===== src/rtl/ehgu_basic_pkg.sv =====
// Purpose : shared enums, sizes and helpers for the basic ehgu building blocks.
// Ports   : none (package only).
// Notes   : bin2therm turns a small binary count into a right-aligned thermometer code.
package ehgu_basic_pkg;

  typedef enum logic {
    EHGU_CNT_WRAP = 1'b0,
    EHGU_CNT_SAT  = 1'b1
  } ehgu_cnt_mode_e;

  // Thermometer output width, and the binary width able to hold 0..THERM_SIZE.
  localparam int THERM_SIZE           = 8;
  localparam int BINARY_OF_THERM_SIZE = $clog2(THERM_SIZE + 1);

  // Sets the lowest n bits; n == THERM_SIZE gives all ones.
  function automatic logic [THERM_SIZE-1:0] bin2therm(input logic [BINARY_OF_THERM_SIZE-1:0] n);
    logic [THERM_SIZE-1:0] t;
    t = '0;
    for (int i = 0; i < THERM_SIZE; i++) begin
      t[i] = (i < int'(n));
    end
    return t;
  endfunction

endpackage : ehgu_basic_pkg


===== src/rtl/ehgu_config_pkg.sv =====
// Purpose : project-wide datapath configuration shared by the ehgu blocks.
// Ports   : none (package only).
// Notes   : DP_WIDTH is the default width for datapath counters and registers.
package ehgu_config_pkg;

  localparam int DP_WIDTH = 8;

endpackage : ehgu_config_pkg


===== src/rtl/ehgu_gray_reg.sv =====
// Purpose : registers the gray-code image of a binary value.
// Latency : one cycle from bin_in to gray_out; no backpressure, holds while en is low.
// Ports   : clk, rst (sync, active-high), en (hold when low), bin_in -> gray_out.
module ehgu_gray_reg #(
  parameter int WIDTH = 8
) (
  input  logic             clk,
  input  logic             rst,
  input  logic             en,
  input  logic [WIDTH-1:0] bin_in,
  output logic [WIDTH-1:0] gray_out
);

  logic [WIDTH-1:0] w_gray;
  logic [WIDTH-1:0] r_gray;

  assign w_gray = bin_in ^ (bin_in >> 1);

  always_ff @(posedge clk) begin
    if (rst) begin
      r_gray <= '0;
    end else if (en) begin
      r_gray <= w_gray;
    end
  end

  assign gray_out = r_gray;

endmodule : ehgu_gray_reg


===== src/rtl/ehgu_mod_counter.sv =====
// Purpose : up/down modulo counter with load, wrap/saturate mode and binary + gray outputs.
// Latency : single cycle, every output registered; no backpressure, en=0 freezes state.
// Ports   : clk, rst (sync, active-high), en, inc, dec, load, load_val, modulo (0 = 2**WIDTH)
//           -> count_bin, count_gray, wrap, at_zero, at_max, illegal
//           [+ therm_out when EHGU_MOD_COUNTER_THERM_EN is defined].
module ehgu_mod_counter
  import ehgu_basic_pkg::*;
#(
  parameter int             WIDTH = ehgu_config_pkg::DP_WIDTH,
  parameter ehgu_cnt_mode_e MODE  = EHGU_CNT_WRAP
) (
  input  logic             clk,
  input  logic             rst,
  input  logic             en,
  input  logic             inc,
  input  logic             dec,
  input  logic             load,
  input  logic [WIDTH-1:0] load_val,
  input  logic [WIDTH:0]   modulo,
  output logic [WIDTH-1:0] count_bin,
  output logic [WIDTH-1:0] count_gray,
  output logic             wrap,
  output logic             at_zero,
  output logic             at_max,
  output logic             illegal
`ifdef EHGU_MOD_COUNTER_THERM_EN
  ,
  output logic [THERM_SIZE-1:0] therm_out
`endif
);

  // One extra bit so modulo = 2**WIDTH and +1 from all-ones stay representable.
  localparam int XW = WIDTH + 1;

  logic [WIDTH-1:0] r_cnt;
  logic             r_wrap;
  logic             r_illegal;
  logic             r_at_zero;
  logic             r_at_max;

  logic [XW-1:0]    w_eff_mod;
  logic [XW-1:0]    w_max;
  logic [XW-1:0]    w_cnt_x;
  logic [XW-1:0]    w_load_x;
  logic [XW-1:0]    w_next_x;
  logic [WIDTH-1:0] w_next_bin;
  logic             w_wrap_evt;
  logic             w_illegal_evt;

  assign w_eff_mod = (modulo == '0) ? {1'b1, {WIDTH{1'b0}}} : modulo;
  assign w_max     = w_eff_mod - XW'(1);
  assign w_cnt_x   = {1'b0, r_cnt};
  assign w_load_x  = {1'b0, load_val};

  always_comb begin
    w_next_x      = w_cnt_x;
    w_wrap_evt    = 1'b0;
    w_illegal_evt = 1'b0;
    if (load) begin
      if (w_load_x >= w_eff_mod) begin
        w_next_x      = w_load_x % w_eff_mod;
        w_illegal_evt = 1'b1;
      end else begin
        w_next_x = w_load_x;
      end
    end else if (inc && dec) begin
      w_next_x = w_cnt_x;
    end else if (inc) begin
      if (w_cnt_x < w_max) begin
        w_next_x = w_cnt_x + XW'(1);
      end else if ((w_cnt_x == w_max) && (MODE == EHGU_CNT_SAT)) begin
        w_next_x = w_cnt_x;
      end else begin
        // Either the top of the range, or a count stranded above a lowered modulo.
        w_next_x   = '0;
        w_wrap_evt = (MODE == EHGU_CNT_WRAP);
      end
    end else if (dec) begin
      if (w_cnt_x >= w_eff_mod) begin
        // Stranded above a lowered modulo: snap to the new top, not a wrap.
        w_next_x = w_max;
      end else if (w_cnt_x == '0) begin
        if (MODE == EHGU_CNT_WRAP) begin
          w_next_x   = w_max;
          w_wrap_evt = 1'b1;
        end
      end else begin
        w_next_x = w_cnt_x - XW'(1);
      end
    end
  end

  // Always below 2**WIDTH, so the extra bit is zero here.
  assign w_next_bin = w_next_x[WIDTH-1:0];

  always_ff @(posedge clk) begin
    if (rst) begin
      r_cnt     <= '0;
      r_wrap    <= 1'b0;
      r_illegal <= 1'b0;
      r_at_zero <= 1'b1;
      r_at_max  <= (modulo == XW'(1));
    end else if (en) begin
      r_cnt     <= w_next_bin;
      r_wrap    <= w_wrap_evt;
      r_illegal <= w_illegal_evt;
      r_at_zero <= (w_next_x == '0);
      r_at_max  <= (w_next_x == w_max);
    end else begin
      // Event flags are one-cycle pulses; they must not stretch while frozen.
      r_wrap    <= 1'b0;
      r_illegal <= 1'b0;
    end
  end

  // Gray is derived from the same next value as r_cnt, so the two never disagree.
  ehgu_gray_reg #(
    .WIDTH (WIDTH)
  ) u_gray_reg (
    .clk      (clk),
    .rst      (rst),
    .en       (en),
    .bin_in   (w_next_bin),
    .gray_out (count_gray)
  );

  assign count_bin = r_cnt;
  assign wrap      = r_wrap;
  assign illegal   = r_illegal;
  assign at_zero   = r_at_zero;
  assign at_max    = r_at_max;

`ifdef EHGU_MOD_COUNTER_THERM_EN
  logic [31:0]                     w_next_32;
  logic [BINARY_OF_THERM_SIZE-1:0] w_therm_n;
  logic [THERM_SIZE-1:0]           r_therm;

  assign w_next_32 = 32'(w_next_x);
  assign w_therm_n = (w_next_32 > 32'(THERM_SIZE)) ? BINARY_OF_THERM_SIZE'(THERM_SIZE)
                                                   : BINARY_OF_THERM_SIZE'(w_next_32);

  always_ff @(posedge clk) begin
    if (rst) begin
      r_therm <= '0;
    end else if (en) begin
      r_therm <= bin2therm(w_therm_n);
    end
  end

  assign therm_out = r_therm;
`endif

endmodule : ehgu_mod_counter


===== config.mk =====
export PLATFORM = sky130hd
export DESIGN_NAME = ehgu_mod_counter
export DESIGN_NICKNAME = d
export VERILOG_FILES = /design/src/rtl/ehgu_basic_pkg.sv /design/src/rtl/ehgu_config_pkg.sv /design/src/rtl/ehgu_gray_reg.sv /design/src/rtl/ehgu_mod_counter.sv
export SDC_FILE = /design/constraint.sdc
export NUM_CORES = 1
export LEC_CHECK = 0
export ABC_CLOCK_PERIOD_IN_PS = 42100
export BUFFER_PORTS_ARGS = -buffer_cell sky130_fd_sc_hd__buf_2
export CORE_ASPECT_RATIO = 2
export CORE_MARGIN = 1
export CORE_UTILIZATION = 60
export DETAILED_ROUTE_END_ITERATION = 7
export GPL_TIMING_DRIVEN = 0
export PLACE_DENSITY_LB_ADDON = 0.2
export SYNTH_ARGS = -nofsm -noshare
export SYNTH_HDL_FRONTEND = slang
export SYNTH_SLANG_ARGS = --single-unit

===== constraint.sdc =====
create_clock -name clk -period 42.1 [get_ports clk]
set_clock_uncertainty 0.2 [all_clocks]
set_input_delay 4.21 -clock clk [delete_from_list [all_inputs] [get_ports clk]]
set_output_delay 4.21 -clock clk [all_outputs]
set_load 0.01 [all_outputs]

* Word-level counts from Yosys, hierarchy flattened
Cells that the tools add are included.
Storage, ports and cells: flip-flop bits (word level) 20, output and inout port bits 20, logic and storage cells 42
Operators by class: $add $sub $neg 3, div/mod/pow operators 1, $lt $le $gt $ge 3, equality and inequality tests 2, multiplexer cells 17, bitwise gates (word level) 3, reduce and logical (&&, ||, !) cells 7
Operator list (count):
- 9-bit two-way mux | 9
- 9-bit logical NOT | 3
- 8-bit by 9-bit >= comparator with 1-bit output | 2
- 8-bit by 1-bit adder with 9-bit output (second input constant) | 1
- 9-bit by 1-bit == test with 1-bit output (second input constant) | 1
- 9-bit == test | 1
- 8-bit by 9-bit < comparator with 1-bit output | 1
- 8-bit by 9-bit remainder unit with 9-bit output | 1
- 8-bit by 1-bit subtractor with 9-bit output (second input constant) | 1
- 9-bit by 1-bit subtractor with 9-bit output (second input constant) | 1
- 1-bit two-way mux | 8
- 8-bit by 7-bit XOR with 8-bit output | 1
- 4-bit OR reduction | 1
- 3-bit OR reduction | 1
- 1-bit NOT | 2
- 2-bit nonzero test | 1
- 1-bit logical AND | 1

* Longest topological paths before layout
Gate-level depths: netlist of the first run.
word-level depth 12, mapped depth 63, depth with buffers taken out 61

* Modules after synthesis
Synthesis of the first run repeated with hierarchy kept, for this count alone.
Unflattened totals: cells, all modules 726, area, all modules 5182.5 µm²
Modules (own cells, without submodules):
- ehgu_mod_counter | times used 1, cells each 693, area each 4838.4 µm², sequential area each 250.2 µm²
- ehgu_gray_reg | times used 1, cells each 33, area each 344.1 µm², sequential area each 160.2 µm²

* Worst setup path after synthesis of the first run
OpenSTA, ideal clock, no wires.
path type input -> register, start in modulo[2], end reg r_at_zero, in the netlist at_zero, data arrival time 17.113 ns, required time 41.799 ns, path slack 24.686 ns, cell stages on the path 59, cells stage by stage clkbuf_1 -> or4_1 -> nand3_1 -> nor2_1 -> ha_1 -> o21ai_0 -> a21oi_1 -> a211oi_1 -> or2_2 -> ha_1 -> a21oi_1 -> nand2_1 -> and3_1 -> nor2_1 -> ha_1 -> o21a_1 -> o31a_1 -> o21ai_0 -> [23 not listed] -> nand4_1 -> a211oi_1 -> o31a_1 -> o21ai_1 -> a21oi_1 -> a311oi_1 -> ha_1 -> clkbuf_1 -> nand4_1 -> nor2_1 -> or4_1 -> o21ai_1 -> nand2_1 -> o31a_1 -> o21ai_0 -> ha_1 -> nand4_1 -> o41ai_1
On the way: cells in the longest elaborated chain, start to end 10
RTL lines:
- from (decl) | RTL line ehgu_mod_counter.sv:19 | input logic [WIDTH:0] modulo,
- 9-bit logical NOT | RTL line ehgu_mod_counter.sv:50 | assign w_eff_mod = (modulo == '0) ? {1'b1, {WIDTH{1'b0}}} : modulo;
- 9-bit two-way mux (*) | RTL line ehgu_mod_counter.sv:50
- branches (longest 6 deep; another with 8-bit by 9-bit remainder unit with 9-bit output)
- 9-bit two-way mux (*) | RTL line ehgu_mod_counter.sv:59 | if (load) begin
- 9-bit logical NOT (*) | RTL line ehgu_mod_counter.sv:107 | r_at_zero <= (w_next_x == '0);
- to (signal assigned) | RTL line ehgu_mod_counter.sv:107
- to (decl) | RTL line ehgu_mod_counter.sv:38 | logic r_at_zero;
Every way passes the cells marked *. A chain may end at the register's enable or synchronous reset.

* Worst setup path in the final report of the first run
start in modulo[1], end reg r_at_zero, in the netlist at_zero
The elaborated chain is that of the path after synthesis.

==> results of run 1 <==
==> path summary, 6_finish.rpt <==
| path | to | depth (start not counted) |
|---|---|---|
| hold / removal | at_zero | 2 |
| setup reg to reg | at_max | 11 |
| hold reg to reg | at_zero | 2 |
| setup / recovery | at_zero | 59 |
==> per-layer routing <==
layer / vias to the layer above / GRT usage / wire [um]
li1: 2878 / - / -
met1: 2856 / 0.415 / 6370
met2: 392 / 0.738 / 9370
met3: 180 / 0.139 / 1610
met4: 0 / 0.462 / 2360
met5: - / 0 / 0
==> logic make-up after synthesis <==
logic type,share of synthesized area
buffers and inverters,0.0464
XOR/XNOR,0.0440
AND/OR/NAND/NOR,0.274
AO/OA/AOI/OAI,0.343
adder cells (fa/ha/maj),0.188
multiplexers,0.0285
flip-flops,0.0755
==> flip-flops by register name, summed over array words and instances, names as in the netlist <==
signal	flops
count_bin	8
u_gray_reg.gray_out	7
at_max	1
at_zero	1
illegal	1
wrap	1
==> power groups by stage <==
stage / combinational [mW] / clock (mW) / sequential (mW)
detailed placement: 0.0862 / 0 / 0.0226
global route: 0.0983 / 0.0208 / 0.0225
CTS: 0.0869 / 0.0201 / 0.0223
floorplan: 0.0628 / 0 / 0.0225
global placement: 0.0836 / 0 / 0.0226
finish: 0.0899 / 0.0202 / 0.0225
==> placed cells by master, fill, tap and decap left out, types with 9 or more instances in the layout <==
cell,count
a211oi_1,23
ha_1,76
nand2_1,46
o211ai_1,14
or2_2,10
xnor2_1,18
and2_1,10
a31oi_1,16
nand3_1,25
buf_2,40
inv_1,28
and3_1,10
nand4_1,15
or4_1,9
or3_1,13
o21ai_0,35
nor3_1,25
mux2i_1,11
a21oi_1,46
clkbuf_1,23
o21a_1,25
nor2_1,79
dfxtp_1,18
==> through the flow <==
step / total power [mW] / instances
3_3_place_gp: 0.106 / 858
5_1_grt: 0.142 / 862
2_1_floorplan: 0.0853 / 723
3_5_place_dp: 0.109 / 858
4_1_cts: 0.129 / 862
6_report: 0.133 / 862
==> worst max-delay path: cells and delay by family <==
kind            cells  cell delay (ns)
buf+inv             4             0.91
simple gates       18             4.06
fa+ha+maj          10             2.86
compound gates     27             9.22
==> cell type report <==
class / instances / area [um^2]
fillers: 764 / 2730
plain buffers: 29 / 124
flip-flops and latches: 19 / 390
multi-input cells: 644 / 4540
inverters: 31 / 116
repair buffers: 37 / 185
clock inverters: 1 / 5.00
clock buffers: 3 / 75.1
well taps: 98 / 123
==> results.sh, run 1 <==
export IMPL_status="finished clean"
export IMPL_n_antenna_cell=0
export IMPL_port_buffers=37
export IMPL_finish_utilization=0.671
export IMPL_yosysWarnings=0
export IMPL_synth_most_common_cell="nor2_1"
export IMPL_synth_top_area_frac=0.184
export IMPL_finalSetupViolations=0
export IMPL_cts_hold_buf=0
export IMPL_synthFlopType="dfxtp_1"
export IMPL_dieWidth_um=67.7
export IMPL_critical_path_class="in -> reg"
export IMPL_die_h_um=133
export IMPL_routed_wl_um=19700
export IMPL_pre_cts_slack_ns=21.38
export IMPL_drive_gt1_frac=0.0955
export IMPL_static_leakage_power_nw=2.34
export IMPL_vias_per_cell=7.32
export IMPL_synth_seq_cells=19
export IMPL_worst_slew_pin_slew_ns=1.20
export IMPL_rows=47
export IMPL_cp_required_ns=42.06
export IMPL_vdd_drop_max_mv=0.0325
export IMPL_placed_area_um2=5480
export IMPL_io_pins=43
export IMPL_routedWlPerCell_um=22.9
export IMPL_layout_min_cycle_time_ns=21.37
export IMPL_grt_pass1_vias=6238
export IMPL_power_frac_comb=0.678
export IMPL_synth_edf_count=1
export IMPL_synth_distinct_cells=84
export IMPL_startpoint="modulo[1]"
export IMPL_fin_crit_sh=0.508
export IMPL_path_max_fanout=15
export IMPL_die_area_um2=9020
export IMPL_htreeDepth=1
export IMPL_arrival_ns=21.33
export IMPL_syn_nets=823
export IMPL_clockBufferDepth=2
export IMPL_ys_async_sr_fraction=0
export IMPL_crit_top_cell="ha_1"
export IMPL_drv_slew=0
export IMPL_synth_area_leaders="ha_1, dfxtp_1, nor2_1, a21oi_1, o21a_1"
export IMPL_seqPwrFrac=0.170
export IMPL_power_internal_uw=66.7
export IMPL_yosysSeqAreaShare=0.0755
export IMPL_start_util=0.624
export IMPL_finalSetupTns_ns=0
export IMPL_fin_nets=865
export IMPL_start_kind="primary input"
export IMPL_r2r_setup_slack_ns=37.76
export IMPL_grt_usage=0.455
export IMPL_worstSkewPairLatency_ns=0.26
export IMPL_antenna_left=0
export IMPL_yosysTopAreaCell="ha_1"
export IMPL_gp_congestion=1.05
export IMPL_critPathMaxStageDelay_ns=1.01
export IMPL_finalHoldViolCount=0
export IMPL_p_sw_uw=65.8
export IMPL_vias=6306
export IMPL_power_frac_clock=0.152
export IMPL_syn_area_um2=5170
export IMPL_synth_common_cells="nor2_1, ha_1, a21oi_1, nand2_1, o21ai_0"
export IMPL_grt_overflow=0
export IMPL_final_area_um2=5560
export IMPL_grt_setup_unrepaired="false"
export IMPL_firstDrtPassIters=8
export IMPL_powerDensity_nw_per_um2=23.8
export IMPL_syn_inst=723
export IMPL_hp_class="reg -> reg"
export IMPL_avgSynthCellArea_um2=7.16
export IMPL_clk_pin_slew_ns=0.06
export IMPL_cts_setup_buffers=0
export IMPL_cts_tree="done"
export IMPL_critPathSlowestCell="o31ai_1"
export IMPL_drc_errors=0
export IMPL_drt_first_iter_violations=457
export IMPL_worstHoldStart="at_zero"
export IMPL_max_cap_violations=0
export IMPL_timing_rr_start="count_bin[6]"
export IMPL_max_slew_margin=0.196
export IMPL_area_growth_pct=7.50
export IMPL_cts_resized_gates=0
export IMPL_cts_root_buf="clkbuf_16"
export IMPL_holdWs_ns=0.291
export IMPL_fin_ws_ns=20.73
export IMPL_core_area_um2=8290
export IMPL_cts_made_buffers=3
export IMPL_end_kind="register"
export IMPL_dp_hpwl_um=15600
export IMPL_swShare=0.497
export IMPL_max_freq_mhz=46.8
export IMPL_clock_sinks=19
export IMPL_grt_max_degree=16
export IMPL_grt_pass1_wl_um=30800
export IMPL_grt_antenna_before_repair=0
(Power assumes the default switching activity.)
==> inputs of run 2 (changes only) <==
--- a/config.mk
+++ b/config.mk
@@ -5,7 +5,7 @@
 export SDC_FILE = /design/constraint.sdc
 export NUM_CORES = 1
 export LEC_CHECK = 0
-export ABC_CLOCK_PERIOD_IN_PS = 42100
+export ABC_CLOCK_PERIOD_IN_PS = 20700
 export BUFFER_PORTS_ARGS = -buffer_cell sky130_fd_sc_hd__buf_2
 export CORE_ASPECT_RATIO = 2
 export CORE_MARGIN = 1
==> constraint.sdc (replaced) <==
create_clock -name clk -period 20.7 [get_ports clk]
set_clock_uncertainty 0.2 [all_clocks]
set_input_delay 2.07 -clock clk [delete_from_list [all_inputs] [get_ports clk]]
set_output_delay 2.07 -clock clk [all_outputs]
set_load 0.01 [all_outputs]
==> run 2 against run 1 <==
  * Largest cell class unchanged
  * Largest power group unchanged
  * Global-route usage grew 0.085 points
  * Via count shrank 0.33%
  * First-iteration DRC count shrank 2.8%
  * Critical path type unchanged
  * Final cell count is the same
  * Clock power grew 100%
  * Routed wire length grew 0.17%
  * Critical endpoint unchanged
==> results.sh, run 2 (synthesized netlist as in run 1, its figures left out) <==
export IMPL_holdWs_ns=0.288
export IMPL_layout_commonest_cell="nor2_1"
export IMPL_finish_utilization=0.671
export IMPL_fin_ws_ns=1.48
export IMPL_grt_setup_unrepaired="false"
export IMPL_final_cell_mix="nor2_1, ha_1, a21oi_1, nand2_1, buf_2"
export IMPL_cp_required_ns=20.66
export IMPL_power_internal_uw=136
export IMPL_worstSkewPairLatency_ns=0.26
export IMPL_vias=6285
export IMPL_fin_crit_sh=0.929
export IMPL_status="finished clean"
export IMPL_drc_errors=0
export IMPL_grt_pass1_wl_um=30900
export IMPL_vias_per_cell=7.29
export IMPL_final_cell_count_no_fill=862
export IMPL_htreeDepth=1
export IMPL_n_antenna_cell=0
export IMPL_static_leakage_power_nw=2.34
export IMPL_powerDensity_nw_per_um2=48.5
export IMPL_routedWlPerCell_um=22.9
export IMPL_die_area_um2=9020
export IMPL_path_max_fanout=15
export IMPL_finalSetupViolations=0
export IMPL_finalPower_uw=270
export IMPL_worst_slew_pin_slew_ns=1.11
export IMPL_arrival_ns=19.18
export IMPL_max_freq_mhz=52.0
export IMPL_rows=47
export IMPL_vdd_drop_max_mv=0.0664
export IMPL_cts_resized_gates=0
export IMPL_routed_wl_um=19700
export IMPL_r2r_setup_slack_ns=16.39
export IMPL_swShare=0.497
export IMPL_cts_setup_buffers=0
export IMPL_p_sw_uw=134
export IMPL_cts_tree="done"
export IMPL_clockBufferDepth=2
export IMPL_cts_root_buf="clkbuf_16"
export IMPL_reg2reg_to="at_max"
export IMPL_dp_hpwl_um=15600
export IMPL_crit_top_cell="ha_1"
export IMPL_max_cap_violations=0
export IMPL_whs_path_depth=2
export IMPL_cts_made_buffers=3
export IMPL_critPathMaxStageDelay_ns=0.95
export IMPL_drv_slew=0
export IMPL_area_growth_pct=7.50
export IMPL_placed_area_um2=5480
export IMPL_dieWidth_um=67.7
export IMPL_end_kind="register"
export IMPL_final_area_um2=5560
export IMPL_grt_overflow=0
export IMPL_finalSetupTns_ns=0
export IMPL_largest_register_ffs=8
export IMPL_start_util=0.624
export IMPL_seqPwrFrac=0.170
export IMPL_finalHoldViolCount=0
export IMPL_drive_gt1_frac=0.0955
export IMPL_antenna_left=0
export IMPL_pre_cts_slack_ns=2.12
export IMPL_cts_hold_buf=0
export IMPL_grt_usage=0.456
export IMPL_port_buffers=37
export IMPL_grt_pass1_vias=6244
export IMPL_start_kind="primary input"
export IMPL_critPathSlowestCell="o31ai_1"
export IMPL_drt_first_iter_violations=444
export IMPL_power_frac_comb=0.677
export IMPL_fin_nets=865
export IMPL_clk_pin_slew_ns=0.06
export IMPL_holdPathEnd="at_zero"
export IMPL_dp_cells=858
export IMPL_hp_class="reg -> reg"
export IMPL_timing_rr_start="count_bin[6]"
export IMPL_reg2reg_depth=11
export IMPL_max_slew_margin=0.255
export IMPL_io_pins=43
export IMPL_grt_antenna_before_repair=0
export IMPL_firstDrtPassIters=6
export IMPL_grt_max_degree=16
export IMPL_layout_min_cycle_time_ns=19.22
export IMPL_worstHoldStart="at_zero"
export IMPL_clock_sinks=19
export IMPL_power_frac_clock=0.153
export IMPL_gp_congestion=1.05
export IMPL_critical_path_class="in -> reg"
export IMPL_die_h_um=133
export IMPL_core_area_um2=8290
## run 2: cell counts in the layout (fill, tap and decap cells not counted)
Identical to the previous run, type by type.
## run 2: worst max-delay path by stage
stage               cells after the start       to       from  slack, ns
floorplan                              59  at_zero  modulo[2]       5.43
global placement                       60  at_zero  modulo[1]       2.47
detailed placement                     60  at_zero  modulo[1]       2.12
CTS                                    60  at_zero  modulo[1]       2.30
global route                           60  at_zero  modulo[1]       0.72
finish                                 59  at_zero  modulo[1]       1.48
## run 2: worst max-delay path, delay by kind of cell
kind,cells,cell delay [ns]
buffers and inverters,4,0.91
AND/OR/NAND/NOR,18,4.08
adder cells (fa/ha/maj),10,2.87
AO/OA/AOI/OAI,27,9.19
## run 2: power groups by stage
stage	Clock (mW)	Combinational, mW	Sequential, mW
final	0.0413	0.183	0.0458
after global routing	0.0423	0.200	0.0458
after CTS	0.0409	0.177	0.0453
after detailed placement	0	0.175	0.0460
after global placement	0	0.170	0.0460
after floorplan	0	0.128	0.0458
## run 2: area by class of cell
cell class	instances	area (um^2)
multi-input cells	644	4540
fillers	764	2730
flip-flops and latches	19	390
repair buffers	37	185
plain buffers	29	124
well taps	98	123
inverters	31	116
clock buffers	3	75.1
clock inverters	1	5.00
## run 2: layer usage
metal | share of wire | vias up | GRT usage
li1 | - | 2885 | -
met1 | 0.32 | 2855 | 0.416
met2 | 0.48 | 384 | 0.738
met3 | 0.081 | 161 | 0.142
met4 | 0.11 | 0 | 0.461
met5 | 0 | - | 0
==> inputs of run 3 (changes only) <==
--- a/config.mk
+++ b/config.mk
@@ -13,6 +13,8 @@
 export DETAILED_ROUTE_END_ITERATION = 7
 export GPL_TIMING_DRIVEN = 0
 export PLACE_DENSITY_LB_ADDON = 0.2
+export REMOVE_ABC_BUFFERS = 1
 export SYNTH_ARGS = -nofsm -noshare
 export SYNTH_HDL_FRONTEND = slang
 export SYNTH_SLANG_ARGS = --single-unit
+export TNS_END_PERCENT = 50
==> run 3 against run 2 <==
  * Sequential share of layout area rose by 0.13 points
  * Worst setup slack improved by 0.030 ns
  * Highest routed layer unchanged
  * Combinational power fell by 3%
  * Flip-flop and latch count did not move
==> results.sh, run 3 (synthesized netlist as in run 1, its figures left out) <==
export IMPL_cp_required_ns=20.65
export IMPL_power_frac_clock=0.150
export IMPL_final_cell_mix="nor2_1, ha_1, a21oi_1, nand2_1, buf_2"
export IMPL_cts_resized_gates=0
export IMPL_io_pins=43
export IMPL_timing_rr_start="count_bin[0]"
export IMPL_cts_setup_buffers=0
export IMPL_finalSetupViolations=0
export IMPL_critical_path_class="in -> reg"
export IMPL_clk_pin_slew_ns=0.05
export IMPL_vias_per_cell=7.42
export IMPL_antenna_left=0
export IMPL_worstHoldStart="u_gray_reg.gray_out[1]"
export IMPL_reg2reg_to="at_max"
export IMPL_p_sw_uw=131
export IMPL_grt_pass1_vias=5993
export IMPL_grt_pass1_wl_um=29800
export IMPL_die_h_um=133
export IMPL_routed_wl_um=19100
export IMPL_area_growth_pct=5.59
export IMPL_layout_min_cycle_time_ns=19.19
export IMPL_hp_class="reg -> reg"
export IMPL_port_buffers=42
export IMPL_htreeDepth=1
export IMPL_drc_errors=0
export IMPL_regArea_um2=390
export IMPL_cts_tree="done"
export IMPL_reg2reg_depth=12
export IMPL_max_cap_violations=0
export IMPL_clockBufferDepth=2
export IMPL_dp_hpwl_um=14900
export IMPL_n_antenna_cell=0
export IMPL_gp_congestion=0.995
export IMPL_holdPathEnd="u_gray_reg.gray_out[1]"
export IMPL_seqPwrFrac=0.178
export IMPL_vdd_drop_max_mv=0.0779
export IMPL_drv_slew=0
export IMPL_fin_crit_sh=0.927
export IMPL_critPathMaxStageDelay_ns=0.68
export IMPL_crit_top_cell="ha_1"
export IMPL_fill_cells=793
export IMPL_grt_overflow=0
export IMPL_start_util=0.624
export IMPL_firstDrtPassIters=5
export IMPL_routedWlPerCell_um=22.8
export IMPL_fin_nets=841
export IMPL_power_internal_uw=134
export IMPL_max_slew_margin=0.354
export IMPL_largest_register_ffs=8
export IMPL_powerDensity_nw_per_um2=48.5
export IMPL_grt_antenna_before_repair=0
export IMPL_cts_hold_buf=0
export IMPL_end_kind="register"
export IMPL_swShare=0.495
export IMPL_grt_setup_unrepaired="false"
export IMPL_finalSetupTns_ns=0
export IMPL_finish_utilization=0.659
export IMPL_path_max_fanout=12
export IMPL_power_frac_comb=0.672
export IMPL_cts_root_buf="clkbuf_16"
export IMPL_max_freq_mhz=52.1
export IMPL_cts_made_buffers=3
export IMPL_vias=6221
export IMPL_multi_input_area_um2=4540
export IMPL_status="finished clean"
export IMPL_layout_commonest_cell="nor2_1"
export IMPL_static_leakage_power_nw=2.31
export IMPL_rows=47
export IMPL_dieWidth_um=67.7
export IMPL_die_area_um2=9020
export IMPL_start_kind="primary input"
export IMPL_finalHoldViolCount=0
export IMPL_drive_gt1_frac=0.0986
export IMPL_worst_slew_pin_slew_ns=0.961
export IMPL_r2r_setup_slack_ns=16.19
export IMPL_worstSkewPairLatency_ns=0.25
export IMPL_drt_first_iter_violations=572
export IMPL_core_area_um2=8290
export IMPL_clock_sinks=19
export IMPL_grt_usage=0.435
export IMPL_critPathSlowestCell="a311oi_1"
export IMPL_arrival_ns=19.14
export IMPL_grt_max_degree=22
export IMPL_whs_path_depth=2
run 3: changes by cell type in the layout (fill, tap and decap cells not counted), sizes merged:
cell,delta
clkbuf,-23
buf,-1
run 3: per-layer routing:
| metal | vias up | wire, um | global-route usage |
|---|---|---|---|
| li1 | 2844 | - | - |
| met1 | 2851 | 6280 | 0.418 |
| met2 | 380 | 9470 | 0.743 |
| met3 | 146 | 1500 | 0.0890 |
| met4 | 0 | 1880 | 0.371 |
| met5 | - | 0 | 0 |
run 3: worst max path at each step:
stage	from	endpoint	slack, ns	cells after the start
after floorplan	modulo[1]	at_zero	5.43	58
after global placement	modulo[1]	at_zero	2.16	59
after detailed placement	modulo[0]	at_zero	2.01	59
after CTS	modulo[0]	at_zero	2.17	59
after global routing	modulo[0]	at_zero	0.64	59
final	modulo[0]	at_zero	1.51	59
run 3: area by class of cell:
cell class	count	share of cell area
multi-input cells	644	0.832
flip-flops and latches	19	0.0715
repair buffers	42	0.0385
well taps	98	0.0224
inverters	31	0.0213
clock buffers	3	0.0137
clock inverters	1	0.000916
run 3: critical path, delay by kind of cell:
kind | cells | cell delay [ns]
buffers and inverters | 3 | 0.75
adder cells (fa/ha/maj) | 10 | 3.07
AO/OA/AOI/OAI | 29 | 9.54
AND/OR/NAND/NOR | 17 | 3.68
run 3: power by group through the flow:
stage          Clock (mW)  Combinational [mW]  Sequential [mW]
6_report           0.0398               0.178           0.0472
5_1_grt            0.0410               0.194           0.0474
4_1_cts            0.0398               0.172           0.0468
3_5_place_dp            0               0.171           0.0474
3_3_place_gp            0               0.166           0.0473
2_1_floorplan           0               0.122           0.0470
run 3: metrics by stage:
step                      power, mW  hold slack, ns  instance area, um^2  instances  worst slack (ns)
after CTS                     0.259           0.278                 5460        838              2.17
after global placement        0.213           0.264                 5380        834              2.16
final                         0.265           0.277                 5460        838              1.51
after floorplan               0.169           0.299                 5050        694              5.43
after global routing          0.282           0.314                 5460        838             0.644
after detailed placement      0.218           0.272                 5380        834              2.01
